==> src/rtl/uart_tx_framer.sv <==
// Serial transmit framer: accepts a byte over ready/valid and shifts out the
// 11-bit frame {stop, parity, data, start} LSB first, CLKS_PER_BIT clocks per bit.
module uart_tx_framer #(
   parameter int CLKS_PER_BIT = 5208,
   parameter bit PARITY_ODD   = 1'b0
) (
   input  logic        clk,
   input  logic        reset_n,
   input  logic        tx_start,
   input  logic [7:0]  tx_data,
   output logic        tx_ready,
   output logic        tx_busy,
   output logic        tx_serial,
   output logic        done_flag,
   output logic [10:0] frame_out
);

   localparam int            CW        = (CLKS_PER_BIT > 1) ? $clog2(CLKS_PER_BIT) : 1;
   localparam logic [CW-1:0] BAUD_LAST = CW'(CLKS_PER_BIT - 1);
   localparam logic [3:0]    LAST_BIT  = 4'd10;

   typedef enum logic [1:0] {
      IDLE,
      SEND,
      DONE
   } state_t;

   state_t        state;
   logic [CW-1:0] baud_cnt;
   logic [3:0]    bit_idx;
   logic [3:0]    next_idx;
   logic          par;

   assign par      = PARITY_ODD ? ~^tx_data : ^tx_data;
   assign next_idx = bit_idx + 4'd1;

   // The line is driven from a register loaded with the upcoming bit at each
   // bit boundary, so the start bit appears on the clock after acceptance.
   always_ff @(posedge clk) begin
      if (!reset_n) begin
         state     <= IDLE;
         tx_serial <= 1'b1;
         tx_ready  <= 1'b1;
         tx_busy   <= 1'b0;
         done_flag <= 1'b0;
         frame_out <= 11'h7FF;
         baud_cnt  <= '0;
         bit_idx   <= '0;
      end else begin
         done_flag <= 1'b0;
         case (state)
            IDLE: begin
               tx_serial <= 1'b1;
               if (tx_start && tx_ready) begin
                  frame_out <= {1'b1, par, tx_data, 1'b0};
                  bit_idx   <= '0;
                  baud_cnt  <= '0;
                  tx_serial <= 1'b0;
                  tx_ready  <= 1'b0;
                  tx_busy   <= 1'b1;
                  state     <= SEND;
               end
            end
            SEND: begin
               if (baud_cnt == BAUD_LAST) begin
                  baud_cnt <= '0;
                  if (bit_idx == LAST_BIT) begin
                     tx_serial <= 1'b1;
                     tx_busy   <= 1'b0;
                     done_flag <= 1'b1;
                     state     <= DONE;
                  end else begin
                     bit_idx   <= next_idx;
                     tx_serial <= frame_out[next_idx];
                  end
               end else begin
                  baud_cnt <= baud_cnt + CW'(1);
               end
            end
            DONE: begin
               tx_ready <= 1'b1;
               state    <= IDLE;
            end
            default: state <= IDLE;
         endcase
      end
   end

endmodule

==> config.mk <==
export PLATFORM = sky130hd
export DESIGN_NAME = uart_tx_framer
export DESIGN_NICKNAME = d
export VERILOG_FILES = /design/src/rtl/uart_tx_framer.sv
export SDC_FILE = /design/constraint.sdc
export NUM_CORES = 1
export LEC_CHECK = 0
export ABC_AREA = 1
export BUFFER_PORTS_ARGS = -buffer_cell sky130_fd_sc_hd__clkbuf_2
export CORE_UTILIZATION = 56
export CTS_BUF_LIST = sky130_fd_sc_hd__clkbuf_2 sky130_fd_sc_hd__clkbuf_4 sky130_fd_sc_hd__clkbuf_8
export DETAILED_ROUTE_END_ITERATION = 10
export PLACE_DENSITY = 0.78
export SYNTH_ARGS = -nofsm -noshare
export SYNTH_HDL_FRONTEND = slang
export SYNTH_SLANG_ARGS = --single-unit
==> constraint.sdc <==
create_clock -name clk -period 3.89 [get_ports clk]
set_clock_uncertainty 0.1 [all_clocks]
set_input_delay 0.5835 -clock clk [delete_from_list [all_inputs] [get_ports clk]]
set_output_delay 0.5835 -clock clk [all_outputs]
set_load 0.01 [all_outputs]
# Yosys cells after proc, flatten, opt, wreduce, memory -nomap -nowiden
# Cells that the tools add are included.
dict set report word_totals {
  romBits 0
  output_inout_bits 15
  register_bits 33
  latchBits 0
  mem_bits_rw 0
  memories 0
}
dict set report op_classes {
  n_eq_ne 8
  multipliers 0
  div_mod_pow 0
  magnitude_cmp 1
  reduce_logical 13
  n_mux 24
  shifts 0
  n_bitwise 0
  addsub 2
}
# op n
set ops {}
lappend ops {{13-bit two-way mux} 2}
lappend ops {{13-bit one-hot mux with 2 select lines} 1}
lappend ops {{13-bit by 1-bit adder with 13-bit output, second input constant} 1}
lappend ops {{13-bit equality test, second input constant} 1}
lappend ops {{4-bit two-way mux} 3}
lappend ops {{1-bit two-way mux} 9}
lappend ops {{2-bit != test, second input constant} 4}
lappend ops {{4-bit one-hot mux with 2 select lines} 1}
lappend ops {{2-bit AND reduction} 4}
lappend ops {{4-bit AND reduction} 2}
lappend ops {{8-bit XOR reduction} 1}
lappend ops {{2-bit two-way mux} 3}
lappend ops {{1-bit one-hot mux with 2 select lines} 3}
lappend ops {{3-bit AND reduction} 2}
lappend ops {{4-bit by 5-bit < comparator with 1-bit output, second input constant} 1}
lappend ops {{4-bit by 1-bit adder with 4-bit output, second input constant} 1}
lappend ops {{1-bit binary-select mux with 4-bit select} 1}
lappend ops {{4-bit equality test, second input constant} 1}
lappend ops {{2-bit one-hot mux with 2 select lines} 1}
lappend ops {{2-bit nonzero test} 2}
lappend ops {{2-bit by 1-bit equality test with 1-bit output, second input constant} 1}
lappend ops {{2-bit equality test, second input constant} 1}
lappend ops {{2-bit logical NOT} 1}
lappend ops {{1-bit logical AND} 1}

# Longest topological paths before layout
# Gate-level depths: netlist (run 1).
dict set report logic_depth {
  ltp_word 6
  depth_mapped 11
}

# Worst setup path after synthesis (run 1)
# OpenSTA, ideal clock, no wires.
dict set report synth_timing {
  kind {register to register}
  start {register bit_idx[0]}
  end {register tx_serial}
  arrival_ns 1.304
  t_required_ns 3.675
  setup_slack_ns 2.372
  path_stages_with_launch 12
  cell_sequence {dfxtp_1 -> buf_2 -> inv_2 -> ha_1 -> nand2_1 -> nand2_1 -> nand3_1 -> nor2_1 -> nor2_1 -> nand2_1 -> nand2_1 -> nand2_1}
}
dict set report synth_between {
  elab_chain_len 6
  elab_cells_between_ends 7
  cone_classes {add/sub: 1; eq/ne: 1; mux: 5}
}
# element line
set synth_lines {}
lappend synth_lines {{from (decl)} 30} ;# logic [3:0] bit_idx;
lappend synth_lines {{from (signal assigned)} 73} ;# bit_idx <= next_idx;
lappend synth_lines {{4-bit by 1-bit adder with 4-bit output} 35} ;# assign next_idx = bit_idx + 4'd1;
lappend synth_lines {{1-bit binary-select mux with 4-bit select} 74} ;# tx_serial <= frame_out[next_idx];
lappend synth_lines {{1-bit two-way mux (implied by the code)} 74}
lappend synth_lines {{1-bit two-way mux *} 67} ;# if (bit_idx == LAST_BIT) begin
lappend synth_lines {{1-bit two-way mux *} 65} ;# if (baud_cnt == BAUD_LAST) begin
lappend synth_lines {{1-bit one-hot mux with 2 select lines *} 51} ;# case (state)
lappend synth_lines {{to (signal assigned)} 74}
lappend synth_lines {{to (decl)} 13} ;# output logic tx_serial,
# Mark *: on every way between the ends. The rest lies on a longest branch, timed or not. The select of a mux whose other input is x is not followed.
# A chain may end at the register's enable or synchronous reset.

# Final worst setup path (run 1)
# Ends and elaborated chain as after synthesis.

==> results of run 1 <==
-- cells in the mapped netlist --
cell type,instances
xor2_1,7
nor2_1,26
nand4_2,1
nand3_1,21
a21oi_1,12
ha_1,3
nand4_1,7
o21ai_1,4
nand2_1,75
and3_1,1
o21ai_0,1
inv_1,23
nand2_8,1
o21ai_2,1
o211ai_1,8
nor2_2,3
inv_2,12
nand3_4,2
dfxtp_1,33
clkbuf_1,2
buf_4,2
a31oi_1,1
nor2_4,1
nand2_2,3
buf_2,3
conb_1,1
nor3_1,2
xnor2_1,8
-- metrics by stage --
step | util, % | worst slack, ps | instance area [um^2] | power, mW | hold slack, ps
floorplan | - | 2372 | 1823 | 0.5304 | 362.1
global placement | 63.94 | 2151 | 1968 | 0.5765 | 365.3
detailed placement | 63.94 | 2115 | 1968 | 0.5790 | 360.2
CTS | 65.85 | 2177 | 2027 | 0.7769 | 376.0
global route | 65.85 | 1963 | 2027 | 0.8212 | 388.4
finish | 65.85 | 2160 | 2027 | 0.7756 | 380.0
-- layer usage --
layer	wire length (um)	vias up	GRT usage [%]
li1	-	887	-
met3	181	4	6.769
met4	34	0	8.163
met5	0	-	0
met1	2001	735	36.56
met2	1545	37	34.42
-- layout make-up --
cell class / instances / area, um^2
timing repair buffer: 25 / 127.6
clock buffer: 7 / 58.81
sequential: 33 / 660.6
multi-input combinational: 189 / 993.5
tap: 44 / 55.05
fill: 305 / 1051
inverter: 35 / 131.4
-- worst max path at each step --
stage / endpoint / depth (start not counted) / from / slack (ps)
CTS: tx_serial / 9 / bit_idx[0] / 2180
floorplan: tx_serial / 11 / bit_idx[0] / 2370
detailed placement: baud_cnt[10] / 6 / tx_start / 2120
global placement: baud_cnt[9] / 6 / tx_start / 2150
global route: tx_serial / 9 / bit_idx[0] / 1960
finish: tx_serial / 9 / bit_idx[0] / 2160
-- cells by family (layout without fill, tap and decap cells) --
family / count (synthesis) / count (layout) / share of synthesized area, %
AO/OA/AOI/OAI: 27 / 27 / 8.786
flip-flops: 33 / 33 / 36.24
AND/OR/NAND/NOR: 143 / 143 / 36.24
XOR/XNOR: 15 / 15 / 7.207
buffers and inverters: 42 / 67 / 9.265
adder cells (fa/ha/maj): 3 / 3 / 2.059
other: 1 / 1 / 0.2057
-- power by group through the flow --
| stage | clock [mW] | sequential (mW) | combinational [mW] |
|---|---|---|---|
| global placement | 0 | 0.390 | 0.187 |
| global route | 0.219 | 0.386 | 0.216 |
| floorplan | 0 | 0.391 | 0.139 |
| finish | 0.203 | 0.383 | 0.190 |
| detailed placement | 0 | 0.390 | 0.189 |
| CTS | 0.205 | 0.382 | 0.190 |
-- critical path: stages (launching register included) --
cell	delay (ps)
dfxtp_1	500
inv_2	130
ha_1	380
inv_1	90
nand3_1	90
nand3_1	80
nand3_1	100
nand2_1	60
nand2_1	50
nand2_1	40
-- flip-flops by register name (all words and copies together), names as in the netlist --
name,cells
tx_busy,1
tx_serial,1
baud_cnt,13
state,2
done_flag,1
frame_out,10
bit_idx,4
tx_ready,1
==> impl_metrics.json, run 1 <==
{
  "hpwl_mm": 2.831,
  "cts-htree-levels": 2,
  "netlist_area_um2": 1823,
  "grt_max_degree": 19,
  "synth_cell_types": 28,
  "cp-end-kind": "flip-flop",
  "portBuffers": 24,
  "rsz0062_at_grt": "no",
  "first_pass_iters": 4,
  "ios": 26,
  "max_cap_violations": 0,
  "switchingPower_uw": 250.5,
  "finalSetupViolCount": 0,
  "die_h_um": 59.06,
  "drt-total-wl_mm": 3.763,
  "netlist.area_leader.share_pct": 36.24,
  "synthTopCellsByArea": "dfxtp_1 36%, nand2_1 15%, nand3_1 5.8%, nor2_1 5.4%, inv_1 4.7%",
  "wl_per_cell_um": 11.30,
  "cts_max_path_buffers": 2,
  "hp-class": "input pin to flip-flop",
  "worstHoldStart": "tx_data[6]",
  "core_area_um2": 3078,
  "combPwrFrac_pct": 24.4,
  "post-cts-setup-buffers": 0,
  "cts.clk_slew.worst_paths_ps": 90,
  "holdBufCountCts": 0,
  "seqPwrFrac_pct": 49.3,
  "p_leak_nw": 0.9251,
  "cts_tree": "built",
  "cts_resized": 0,
  "vdd_drop_max_mv": 0.2591,
  "grt_pass1_wl_mm": 6.479,
  "path_class": "flip-flop to flip-flop",
  "layoutNonFillerInstCount": 333,
  "die_w_um": 59.06,
  "area_growth_syn_to_layout_pct": 11.19,
  "arrival_ps": 1870,
  "synth.avg_cell_area_um2": 6.905,
  "reg2reg_to": "tx_serial",
  "drt_iter0_markers": 150,
  "dp_cells": 326,
  "cts-root-buf": "clkbuf_4",
  "reg2reg_depth": 9,
  "clock-sinks": 33,
  "clk_latency_ps": 340,
  "crit_fanout": 9,
  "synth_cells": 264,
  "final_cell_mix": "75 x nand2_1, 33 x dfxtp_1, 26 x nor2_1",
  "start_util_pct": 59.23,
  "finalSetupTns_ps": 0,
  "globalplace.congestion": 0.8630,
  "vias": 1663,
  "gr-total-overflow": 0,
  "setup.worst_path.start_class": "flip-flop",
  "grt_use_total_pct": 24.72,
  "drive_above_1_share_pct": 19.38,
  "pwr-share-clk_pct": 26.2,
  "ys_warn_count": 0,
  "final_common_cell": "nand2_1",
  "drcViolationCount": 0,
  "antennaDiodeCount": 0,
  "synth_top_area_cell": "dfxtp_1",
  "p_int_uw": 525.0,
  "yosysSeqAreaShare_pct": 36.24,
  "viasPerCell": 4.994,
  "max_freq_mhz": 577.9,
  "min_path_cells": 3,
  "cts_inserted_buffers": 5,
  "dieArea_um2": 3487,
  "fp-row-count": 20,
  "netSwitchingFraction_pct": 32.30,
  "ys_ff_latch": 33,
  "period_needed_ps": 1730,
  "hold_end": "frame_out[7]",
  "cp.required_ps": 4030,
  "drv_slew": 0,
  "syn_nets": 278,
  "antenna_found_initial": 0,
  "rrSetupSlack_ps": 2160,
  "status": "finished clean",
  "r2r_start": "bit_idx[0]",
  "final_nets": 303,
  "powerDensity_nw_per_um2": 382.6,
  "finalCritPeriodShare_pct": 44.48,
  "ant_nets": 0,
  "hold_viol_final": 0,
  "first_global_vias": 1462
}
No activity file was read; power rests on OpenSTA's default activity.
==> run 2: changes to the inputs <==
- clock period: 3.89 -> 1.6 ns (I/O delays scaled with it)
==> impl_metrics.json, run 2 (synthesized netlist as in run 1, its figures left out) <==
{
  "grt_pass1_wl_mm": 6.147,
  "p_leak_nw": 0.9619,
  "cts-root-buf": "clkbuf_4",
  "cts_max_path_buffers": 2,
  "reg2reg_depth": 8,
  "largestRegisters": "baud_cnt x13, frame_out x10, bit_idx x4",
  "fillers": 271,
  "portBuffers": 24,
  "period_needed_ps": 1513,
  "wl_per_cell_um": 11.40,
  "finalSetupViolCount": 0,
  "gr-total-overflow": 0,
  "start_util_pct": 59.23,
  "regArea_um2": 663.1,
  "status": "finished clean",
  "clock-sinks": 33,
  "hp-class": "input pin to flip-flop",
  "grt_use_total_pct": 23.79,
  "p_total_mw": 1.982,
  "place_ws_ps": 36.87,
  "finalCritPeriodShare_pct": 94.56,
  "final_cell_mix": "75 x nand2_1, 31 x dfxtp_1, 24 x nor2_1, 24 x clkbuf_2, 23 x inv_1",
  "hpwl_mm": 2.807,
  "use_met1_pct": 36.78,
  "setup.worst_path.start_class": "flip-flop",
  "top_register": "baud_cnt",
  "layoutNonFillerInstCount": 340,
  "vdd_drop_max_mv": 0.6133,
  "area_growth_syn_to_layout_pct": 16.33,
  "post-cts-setup-buffers": 0,
  "die_w_um": 59.06,
  "die_h_um": 59.06,
  "whs_ps": 20.47,
  "dieArea_um2": 3487,
  "ant_nets": 0,
  "cts-htree-levels": 2,
  "holdBufCountCts": 0,
  "globalplace.congestion": 0.8545,
  "cts_inserted_buffers": 5,
  "setup_ws_ps": 87.03,
  "clk_latency_ps": 340,
  "first_global_vias": 1367,
  "cts_resized": 0,
  "cts_tree": "built",
  "arrival_ps": 1650,
  "stdcell_area_um2": 2121,
  "grt_max_degree": 19,
  "dp_cells": 332,
  "drcViolationCount": 0,
  "max_cap_violations": 0,
  "min_path_cells": 3,
  "path_class": "flip-flop to flip-flop",
  "multi_input_area_um2": 1028,
  "cp-end-kind": "flip-flop",
  "hold_viol_final": 0,
  "drt_iter0_markers": 132,
  "drive_above_1_share_pct": 23.65,
  "antennaDiodeCount": 0,
  "crit_fanout": 10,
  "first_pass_iters": 4,
  "max_freq_mhz": 661.0,
  "final_nets": 309,
  "drt-total-wl_mm": 3.875,
  "ios": 26,
  "cts.clk_slew.worst_paths_ps": 100,
  "met2_usage_pct": 31.33,
  "viasPerCell": 4.935,
  "cp.required_ps": 1740,
  "fp-row-count": 20,
  "vias": 1678,
  "use_met3_pct": 6.769,
  "final_common_cell": "nand2_1",
  "drv_slew": 0,
  "core_area_um2": 3078,
  "placed_cell_area_um2": 2013,
  "powerDensity_nw_per_um2": 934.5,
  "top_usage_layer": "met1",
  "antenna_found_initial": 0,
  "largest_reg_flops": 13
}
[run 2: final cells by class]
type | instances | share of cell area (%)
timing repair buffer | 31 | 8.142
clock buffer | 7 | 3.068
tap | 44 | 2.596
sequential | 33 | 31.27
clock inverter | 1 | 0.2360
multi-input combinational | 189 | 48.50
inverter | 35 | 6.195
[run 2: per-layer routing]
layer	share of wire (%)	wire, um	up-vias
met4	1.3	51	0
li1	-	-	907
met3	4.9	189	7
met5	0	0	-
met2	43	1681	32
met1	50	1953	732
[run 2: where the power goes]
| part | switching [mW] | internal (mW) |
|---|---|---|
| registers | 0.0496 | 0.881 |
| clock network | 0.288 | 0.254 |
| logic | 0.303 | 0.205 |
| total | 0.641 | 1.34 |
[run 2: final timing paths]
path,end,slack (ps),startpoint
worst max-delay path,baud_cnt[9],90,baud_cnt[0]
worst min-delay path,frame_out[8],20,tx_data[7]
worst min register to register,tx_serial,390,tx_serial
worst max register to register,baud_cnt[9],90,baud_cnt[0]
[run 2: through the flow]
step,TNS [ps],util [%]
floorplan,0,-
global placement,0,65.41
detailed placement,0,65.41
CTS,0,67.68
global route,-23.35,68.90
finish,0,68.90
[run 2: critical path, cell delays in order (launching register included)]
cell,delay (ps)
dfxtp_1,360
ha_2,200
nand2_1,90
nor2_2,140
nand3_4,120
nand2_8,110
inv_2,60
o21ai_4,160
nor2_1,60
